`src/rtl/vga_pkg.sv`:
```
// Shared VGA definitions: RGB333 pixel type, pattern modes, 640x480 timing, colours.
// Latency: n/a (types, constants and a combinational helper only).
// Backpressure: none; the helper is purely combinational.
package vga_pkg;

  typedef struct packed {
    logic [2:0] r;
    logic [2:0] g;
    logic [2:0] b;
  } rgb333_t;

  typedef enum logic [1:0] {
    BARS     = 2'd0,
    CHECKER  = 2'd1,
    GRADIENT = 2'd2,
    BOUNCE   = 2'd3
  } pattern_mode_e;

  // 640x480@60 timing, identical to the numbers vga_controller uses.
  localparam int VGA_H_SYNC_PULSE  = 96;
  localparam int VGA_H_BACK_PORCH  = 48;
  localparam int VGA_H_DISPLAY     = 640;
  localparam int VGA_H_FRONT_PORCH = 16;
  localparam int VGA_V_SYNC_PULSE  = 2;
  localparam int VGA_V_BACK_PORCH  = 33;
  localparam int VGA_V_DISPLAY     = 480;
  localparam int VGA_V_FRONT_PORCH = 10;

  localparam rgb333_t WHITE = 9'h1FF;
  localparam rgb333_t BLACK = 9'h000;
  localparam rgb333_t RED   = 9'h1C0;
  localparam rgb333_t BLUE  = 9'h007;

  // One frame step of a bouncing coordinate. Returns {new_dir_neg, new_pos}.
  // At either wall the direction flips and the position already moves one
  // step back inside, so the square never sits on a wall for two frames.
  function automatic logic [10:0] bounce_step(input logic [9:0] pos,
                                               input logic       neg,
                                               input logic [9:0] lim);
    if (!neg && pos == lim)      return {1'b1, pos - 10'd1};
    else if (neg && pos == 10'd0) return {1'b0, 10'd1};
    else if (neg)                 return {1'b1, pos - 10'd1};
    else                          return {1'b0, pos + 10'd1};
  endfunction

endpackage

```
`src/rtl/vga_pattern_gen_btn_debounce.sv`:
```
// Button conditioner: 2-FF synchronizer, stability counter, one-shot rise pulse.
// Latency: 2 sync clks + DEBOUNCE_CYCLES clks from a clean input change to rise_pulse.
// Backpressure: rise_pulse holds until the next clk_en cycle so a gated consumer cannot miss it.
// Ports: clk, rst_n (async active-low), clk_en (consumer enable), btn (raw async), rise_pulse.
module btn_debounce #(
  parameter int DEBOUNCE_CYCLES = 1000000
) (
  input  logic clk,
  input  logic rst_n,
  input  logic clk_en,
  input  logic btn,
  output logic rise_pulse
);

  localparam int CW = $clog2(DEBOUNCE_CYCLES + 1);

  logic          sync_q1;
  logic          sync_q2;
  logic          db_q;
  logic [CW-1:0] stable_cnt;
  logic          settle;
  logic          rise;

  // The debounced level flips on the DEBOUNCE_CYCLES-th consecutive sample
  // that disagrees with it; any agreeing sample restarts the count.
  assign settle = (sync_q2 != db_q) && (stable_cnt == CW'(DEBOUNCE_CYCLES - 1));
  assign rise   = settle && sync_q2;

  always_ff @(posedge clk or negedge rst_n) begin
    if (!rst_n) begin
      sync_q1    <= 1'b0;
      sync_q2    <= 1'b0;
      db_q       <= 1'b0;
      stable_cnt <= '0;
      rise_pulse <= 1'b0;
    end else begin
      sync_q1 <= btn;
      sync_q2 <= sync_q1;
      if (sync_q2 == db_q) begin
        stable_cnt <= '0;
      end else if (settle) begin
        db_q       <= sync_q2;
        stable_cnt <= '0;
      end else begin
        stable_cnt <= stable_cnt + 1'b1;
      end
      if (rise)        rise_pulse <= 1'b1;
      else if (clk_en) rise_pulse <= 1'b0;
    end
  end

endmodule

```
`src/rtl/vga_pattern_gen.sv`:
```
// Test-pattern source for vga_controller: recovers x/y from syncs, renders BARS/CHECKER/GRADIENT/BOUNCE.
// Latency: pixel is registered, one clk_en cycle after the h_cnt/v_cnt it was computed from.
// Backpressure: none; free-running on clk_en, button presses queue as a single pending step.
// Ports: clk, rst_n, clk_en (25 MHz enable), h_sync/v_sync (active high), btn_next (raw),
//        pixel (RGB333 to controller sw), mode (current pattern).
// Build option: define PATGEN_BORDER_EN to draw a white 1-pixel frame around the active area.
module vga_pattern_gen
  import vga_pkg::*;
#(
  parameter int H_BACK_PORCH    = VGA_H_BACK_PORCH,
  parameter int H_DISPLAY_TIME  = VGA_H_DISPLAY,
  parameter int V_BACK_PORCH    = VGA_V_BACK_PORCH,
  parameter int V_DISPLAY_TIME  = VGA_V_DISPLAY,
  parameter int SQ_SIZE         = 16,
  parameter int DEBOUNCE_CYCLES = 1000000
) (
  input  logic       clk,
  input  logic       rst_n,
  input  logic       clk_en,
  input  logic       h_sync,
  input  logic       v_sync,
  input  logic       btn_next,
  output logic [8:0] pixel,
  output logic [1:0] mode
);

  localparam logic [9:0] H_ACT_BEG = 10'(H_BACK_PORCH);
  localparam logic [9:0] H_ACT_END = 10'(H_BACK_PORCH + H_DISPLAY_TIME);
  localparam logic [9:0] V_ACT_BEG = 10'(V_BACK_PORCH);
  localparam logic [9:0] V_ACT_END = 10'(V_BACK_PORCH + V_DISPLAY_TIME);
  localparam logic [9:0] BAR_W     = 10'(H_DISPLAY_TIME / 8);  // 80 at 640 wide
  localparam logic [9:0] SQ_X_MAX  = 10'(H_DISPLAY_TIME - SQ_SIZE);
  localparam logic [9:0] SQ_Y_MAX  = 10'(V_DISPLAY_TIME - SQ_SIZE);

  logic          h_sync_q, v_sync_q;
  logic          hfall, vfall;
  logic [9:0]    h_cnt, v_cnt;
  logic [9:0]    x, y;
  logic          active;
  logic [2:0]    bar;
  logic          in_sq;
  logic [9:0]    sq_x, sq_y;
  logic          sq_left, sq_up;
  logic [7:0]    frame_cnt;
  pattern_mode_e mode_q;
  logic          pending;
  logic          btn_pulse;
  rgb333_t       pix_nxt, pix_q;
  logic          unused_frame_bits;

  btn_debounce #(.DEBOUNCE_CYCLES(DEBOUNCE_CYCLES)) u_btn_debounce (
    .clk        (clk),
    .rst_n      (rst_n),
    .clk_en     (clk_en),
    .btn        (btn_next),
    .rise_pulse (btn_pulse)
  );

  assign hfall  = h_sync_q & ~h_sync;
  assign vfall  = v_sync_q & ~v_sync;
  assign active = (h_cnt >= H_ACT_BEG) && (h_cnt < H_ACT_END) &&
                  (v_cnt >= V_ACT_BEG) && (v_cnt < V_ACT_END);
  assign x      = h_cnt - H_ACT_BEG;
  assign y      = v_cnt - V_ACT_BEG;
  assign bar    = 3'(x / BAR_W);
  assign in_sq  = (x >= sq_x) && ({1'b0, x} < {1'b0, sq_x} + 11'(SQ_SIZE)) &&
                  (y >= sq_y) && ({1'b0, y} < {1'b0, sq_y} + 11'(SQ_SIZE));

  // Gradient only shows the slow middle bits of the frame counter.
  assign unused_frame_bits = ^{frame_cnt[7:6], frame_cnt[2:0]};

  always_comb begin
    pix_nxt = BLACK;
    if (active) begin
      unique case (mode_q)
        BARS:     pix_nxt = {{3{bar[2]}}, {3{bar[1]}}, {3{bar[0]}}};
        CHECKER:  pix_nxt = (x[5] ^ y[5]) ? WHITE : BLACK;
        GRADIENT: pix_nxt = {x[9:7], y[8:6], frame_cnt[5:3]};
        BOUNCE:   pix_nxt = in_sq ? RED : BLUE;
        default:  pix_nxt = BLACK;
      endcase
`ifdef PATGEN_BORDER_EN
      if (x == 10'd0 || x == 10'(H_DISPLAY_TIME - 1) ||
          y == 10'd0 || y == 10'(V_DISPLAY_TIME - 1))
        pix_nxt = WHITE;
`endif
    end
  end

  always_ff @(posedge clk or negedge rst_n) begin
    if (!rst_n) begin
      h_sync_q  <= 1'b0;
      v_sync_q  <= 1'b0;
      h_cnt     <= '0;
      v_cnt     <= '0;
      frame_cnt <= '0;
      sq_x      <= '0;
      sq_y      <= '0;
      sq_left   <= 1'b0;
      sq_up     <= 1'b0;
      mode_q    <= BARS;
      pending   <= 1'b0;
      pix_q     <= BLACK;
    end else if (clk_en) begin
      h_sync_q <= h_sync;
      v_sync_q <= v_sync;
      pix_q    <= pix_nxt;

      // Counters saturate so a missing sync parks them in blanking.
      if (hfall)               h_cnt <= '0;
      else if (h_cnt != '1)    h_cnt <= h_cnt + 10'd1;
      if (vfall)               v_cnt <= '0;
      else if (hfall && v_cnt != '1) v_cnt <= v_cnt + 10'd1;

      // Everything visible per-frame changes only at vfall, so no frame tears.
      if (vfall) begin
        frame_cnt         <= frame_cnt + 8'd1;
        {sq_left, sq_x}   <= bounce_step(sq_x, sq_left, SQ_X_MAX);
        {sq_up, sq_y}     <= bounce_step(sq_y, sq_up, SQ_Y_MAX);
        if (pending) mode_q <= pattern_mode_e'(mode_q + 2'd1);
      end

      // A press landing on the vfall cycle itself survives to the next frame.
      pending <= btn_pulse | (pending & ~vfall);
    end
  end

  assign pixel = pix_q;
  assign mode  = mode_q;

endmodule

```
`config.mk`:
```
export PLATFORM = sky130hd
export DESIGN_NAME = vga_pattern_gen
export DESIGN_NICKNAME = d
export VERILOG_FILES = /design/src/rtl/vga_pkg.sv /design/src/rtl/vga_pattern_gen_btn_debounce.sv /design/src/rtl/vga_pattern_gen.sv
export SDC_FILE = /design/constraint.sdc
export NUM_CORES = 1
export LEC_CHECK = 0
export ABC_AREA = 1
export CAP_MARGIN = 10
export CORE_UTILIZATION = 65
export CTS_CLUSTER_DIAMETER = 120
export DETAILED_ROUTE_END_ITERATION = 8
export PLACE_DENSITY_LB_ADDON = 0.25
export SLEW_MARGIN = 20
export SYNTH_ARGS = -nofsm -noshare
export SYNTH_HDL_FRONTEND = slang
export SYNTH_SLANG_ARGS = --single-unit
```
`constraint.sdc`:
```
create_clock -name clk -period 3.7 [get_ports clk]
set_input_delay 0.37 -clock clk [delete_from_list [all_inputs] [get_ports clk]]
set_output_delay 0.37 -clock clk [all_outputs]
set_load 0.03 [all_outputs]
```
-- After elaboration in Yosys (flattened, before gate mapping)
Cells that the tools add are included.
- register bits after elaboration: 88
- input port bits: 6
- output and inout port bits: 11
- word-level logic and storage cells: 104
- add/subtract/negate cells: 13
- divide/modulo/power cells: 1
- order comparisons: 8
- equality and inequality tests: 10
- multiplexer cells: 18
- bitwise gates (word level): 9
- reduce and logical (&&, ||, !) cells: 26
- operator list (operator ; number):
    two-way mux 11 bit ; 6
    adder 10 x 1 -> 10 bit, second input constant ; 4
    two-way mux 10 bit ; 4
    two-way mux 20 bit ; 2
    one-hot mux 9 bit (4 select lines) ; 1
    two-way mux 9 bit ; 3
    adder 10 x 5 -> 11 bit, second input constant ; 2
    less-than comparator 10 x 11 -> 1 bit ; 2
    adder 20 x 1 -> 20 bit, second input constant ; 1
    == test 20 bit, second input constant ; 1
    greater-or-equal comparator 10 bit ; 2
    greater-or-equal comparator 10 x 6 -> 1 bit, second input constant ; 2
    logical NOT 10 bit ; 2
    less-than comparator 10 bit, second input constant ; 2
    != test 10 bit, second input constant ; 2
    subtractor 10 x 1 -> 10 bit, second input constant ; 2
    subtractor 10 x 6 -> 10 bit, second input constant ; 2
    logical AND 1 bit ; 13
    divider 10 x 7 -> 10 bit, second input constant ; 1
    == test 10 bit, second input constant ; 1
    == test 10 x 9 -> 1 bit, second input constant ; 1
    adder 8 x 1 -> 8 bit, second input constant ; 1
    AND reduction 2 bit ; 4
    nonzero test 2 bit ; 3
    13 further kinds ; 21

-- Longest topological paths before layout
- depth after elaboration: 8
- mapped depth: 20

-- Modules after synthesis
A second synthesis with hierarchy kept.
- cell total of the unflattened synthesis: 894
- area, all modules: 6541.3 um^2
- by module, submodules not included (module ; times used ; cells each ; area each (um^2) ; seq. area each (um^2)):
    vga_pattern_gen ; 1 ; 724 ; 5193.7 ; 1551.5
    btn_debounce ; 1 ; 170 ; 1347.5 ; 600.6

-- Least setup slack after synthesis
OpenSTA, ideal clock, no wires.
- kind: reg2reg
- start: reg v_cnt[2]
- end: reg pix_q, in the netlist pixel[0]
- arrival: 2311 ps
- required time: 3583 ps
- setup slack: 1273 ps
- stages on the path, launching flop included: 20
- period minus slack after synthesis: 2427 ps
- path through: dfrtp_1 > buf_2 > nor2_1 > nand2_1 > o31ai_1 > nand2_1 > nor2_1 > o21ai_0 > ha_1 > nand2_1 > nor2_1 > nand3_1 > o2111ai_1 > nand2_1 > inv_1 > nand3_1 > nand2_1 > a21oi_1 > nand2_1 > nand2_1
- longest elaborated chain between the ends: 7
- elaborated cells between the ends (all ways): 14
- classes of those cells: add/sub: 1; order compare: 4; mux: 4; bitwise: 1; reduce/logical: 4
- ends and longest elaborated chain (element ; line ; RTL):
    start: declaration ; vga_pattern_gen.sv:37 ; logic [9:0] h_cnt, v_cnt;
    start signal: assignment ; vga_pattern_gen.sv:113 ; else if (hfall && v_cnt != '1) v_cnt <= v_cnt + 10'd1;
    subtractor 10 x 6 -> 10 bit ; vga_pattern_gen.sv:64 ; assign y = v_cnt - V_ACT_BEG;
    greater-or-equal comparator 10 bit ; vga_pattern_gen.sv:67 ; (y >= sq_y) && ({1'b0, y} < {1'b0, sq_y} + 11'(SQ_SIZE));
    logical AND 1 bit ; vga_pattern_gen.sv:66 ; assign in_sq = (x >= sq_x) && ({1'b0, x} < {1'b0, sq_x} + 11'(SQ_SIZE)) &&
    logical AND 1 bit ; vga_pattern_gen.sv:67 ;
    two-way mux 9 bit ; vga_pattern_gen.sv:79 ; BOUNCE: pix_nxt = in_sq ? RED : BLUE;
    one-hot mux 9 bit (4 select lines) ; vga_pattern_gen.sv:75 ; unique case (mode_q)
    two-way mux 9 bit * ; vga_pattern_gen.sv:74 ; if (active) begin
    end signal: assignment ; vga_pattern_gen.sv:107 ; pix_q <= pix_nxt;
    end: declaration ; vga_pattern_gen.sv:48 ; rgb333_t pix_nxt, pix_q;
Mark *: on every way between the ends. The rest lies on a longest branch, timed or not.
A chain may end at the register's enable or synchronous reset.

-- Final worst setup path
- start: reg v_cnt[0]
- end: reg pix_q, in the netlist pixel[2]
Same word-level chain as after synthesis.

==> flow_summary.json <==
{
  "outcome": "complete, no violations",
  "ys_seq_elements": 86,
  "fmax_mhz": 337.8,
  "final_max_slew_viol_count": 0,
  "place_congestion": 0.9697,
  "synth_edf_count": 0,
  "r2r-end": "pixel[2]$_DFFE_PN0P_",
  "synth_top_family_by_area": "simple AND/OR/NAND/NOR gates",
  "yosys.area_share.simple": 0.2689,
  "syn_area_sq_um": 6300,
  "worstReg2RegStart": "v_cnt[0]$_DFFE_PN0P_",
  "grt_max_degree": 69,
  "areaGrowthSynthToFinish_pct": 7.090,
  "clkSinkCount": 86,
  "drive_gt1_frac": 0.06410,
  "wl_per_cell_um": 14.86,
  "drtIter0Drc": 301,
  "dieArea_sq_um": 10090,
  "synth-async-reset-ratio": 1.000,
  "crit_type": "reg2reg",
  "top_layer": "met4",
  "dp.final_hpwl_um": 10870,
  "drt_wl_total_um": 14670,
  "min_period_ns": 2.960,
  "grt_pass1_wl_um": 24810,
  "synth_compound_area_frac": 0.1386,
  "seq_area_frac_synth": 0.3416,
  "cts-resized-gates": 0,
  "synthMuxAreaShare": 0.001589,
  "hold_path.class": "in2async",
  "root_buffer": "clkbuf_8",
  "cp_data_required_time_ns": 3.95,
  "synth-xor-area-share": 0.06256,
  "synth_cell_types": 52,
  "nets": 912,
  "tns_ns": 0,
  "power.total_w": 0.003683,
  "fp-row-count": 35,
  "mostFrequentLayoutCell": "nand2_1",
  "cp.arrival_ns": 3.21,
  "mostFrequentLayoutCells": "160 x nand2_1, 107 x inv_1, 86 x dfrtp_1",
  "die_x_um": 100.4,
  "num_io_pins": 17,
  "clk_pin_slew_ns": 0.10,
  "grtUsageTotal": 0.3097,
  "vias_per_cell": 5.823,
  "cts_made_buffers": 9,
  "p_leak_nw": 3.164,
  "post-cts-setup-buffers": 0,
  "htreeDepth": 3,
  "setup_violations": 0,
  "drtAntennaViolNets": 0,
  "hold_viol": 0,
  "synthFlopType": "dfrtp_1",
  "coreArea_sq_um": 9328,
  "reg2reg_depth": 18,
  "rrSetupSlack_ns": 0.74,
  "ir_worst_vdd_mv": 0.3407,
  "port_buffers": 16,
  "antenna_found_initial": 0,
  "start_util": 0.6754,
  "globalRouteOverflowTotal": 0,
  "first_global_vias": 5515,
  "dr_total_vias": 5747,
  "tightestPinTransition_ns": 0.8592,
  "met3_length_um": 686,
  "synth_nets": 901,
  "ctsHoldBuffers": 0,
  "cts_tree": "yes",
  "p_per_area_nw_per_um2": 545.9,
  "antenna_cells": 0,
  "setup.worst_path.start": "v_cnt[0]$_DFFE_PN0P_",
  "clk-insertion-delay-late_ns": 0.36,
  "first_pass_iters": 5,
  "cp_max_fo": 5,
  "slew-limit-headroom": 0.4272,
  "wl_met1_um": 6449,
  "synth_warnings": 0,
  "met2_length_um": 7184,
  "netlist_instances": 842,
  "remaining_drc_errors": 0,
  "die_y_um": 100.4,
  "fin_crit_sh": 0.8001,
  "fin_worst_skew_ns": 0.01436,
  "synthAdderAreaFrac": 0.1053,
  "cp-start-kind": "flip-flop",
  "avgSynthCellArea_sq_um": 7.482,
  "max-clock-path-buffers": 2,
  "maxCapViolations": 0,
  "endpoint_kind": "flip-flop",
  "rsz0062_at_grt": "no"
}
through the flow:
step	area (sq um)	hold slack (ns)	cells	util	setup slack (ns)
global route	6746	0.1891	987	0.7233	0.4199
floorplan	6300	0.07441	842	-	1.273
finish	6746	0.1128	987	0.7233	0.7396
CTS	6746	0.1505	987	0.7233	0.7755
global placement	6566	0.3330	971	0.7040	1.021
detailed placement	6566	0.3491	971	0.7040	0.8167
critical path: stages, from the launching register on:
cell	delay, ns
dfrtp_1	0.44
inv_1	0.13
ha_1	0.19
nand2_1	0.07
nor2_1	0.09
nand2_1	0.11
nand2_1	0.12
xor2_1	0.30
ha_1	0.32
nand2_1	0.09
nor2_1	0.05
nor2_1	0.09
a21oi_1	0.07
nor3_1	0.26
nand3_1	0.14
nand2_1	0.14
a21oi_1	0.09
nand2_1	0.09
nand2_1	0.05
Yosys cell counts, types with 4 or more instances:
library cell | n | share of area
a21oi_1 | 57 | 0.045
a22oi_1 | 7 | 0.0083
buf_2 | 4 | 0.0032
clkbuf_1 | 13 | 0.0077
clkinv_1 | 5 | 0.0030
dfrtp_1 | 86 | 0.34
ha_1 | 53 | 0.11
inv_1 | 107 | 0.064
nand2_1 | 160 | 0.095
nand2_2 | 10 | 0.0099
nand3_1 | 48 | 0.038
nand4_1 | 18 | 0.018
nor2_1 | 80 | 0.048
nor2_2 | 9 | 0.0089
nor3_1 | 24 | 0.019
nor3b_1 | 4 | 0.0048
nor4_1 | 7 | 0.0070
o2111ai_1 | 4 | 0.0056
o211ai_1 | 4 | 0.0048
o21a_1 | 4 | 0.0048
o21ai_0 | 44 | 0.035
o21ai_1 | 5 | 0.0040
o22ai_1 | 4 | 0.0040
xnor2_1 | 6 | 0.0083
xor2_1 | 39 | 0.054
flip-flops by register name, summed over array words and instances (netlist names), 2 cells and up:
register and count:
frame_cnt 6, h_cnt 10, mode 2, pixel 9, sq_x 10, sq_y 10, u_btn_debounce.stable_cnt 20, v_cnt 10
report_power, final:
group          internal (W)  total, W  switching, W
clock network      0.000255  0.000634      0.000379
logic              0.000662   0.00174       0.00108
registers           0.00109   0.00131      0.000218
per-layer routing:
metal  global-route usage  up-vias
met4               0.1282        0
met2               0.5205      208
met3              0.04457       35
li1                     -     2818
met1               0.4016     2686
met5                    0        -
layout make-up:
type / count / area (sq um)
Sequential cell: 86 / 2152
Multi-Input combinational cell: 622 / 3637
Clock buffer: 10 / 127.6
Inverter: 114 / 427.9
Timing Repair Buffer: 20 / 187.7
Clock inverter: 6 / 52.55
Fill cell: 736 / 2581
Tap cell: 129 / 161.4
logic make-up after synthesis:
group,Yosys count
simple gates,373
xor+xnor,45
buf+inv,134
compound gates,150
mux,1
flops,86
fa+ha+maj,53
how the worst max path moves through the flow:
stage	slack, ns	end	depth (start not counted)
after detailed placement	0.82	pixel[2]$_DFFE_PN0P_	18
after global placement	1.02	pixel[1]$_DFFE_PN0P_	17
final	0.74	pixel[2]$_DFFE_PN0P_	18
after CTS	0.78	pixel[2]$_DFFE_PN0P_	18
after floorplan	1.27	pixel[0]$_DFFE_PN0P_	19
after global routing	0.42	pixel[2]$_DFFE_PN0P_	17
(Power assumes the default switching activity.)
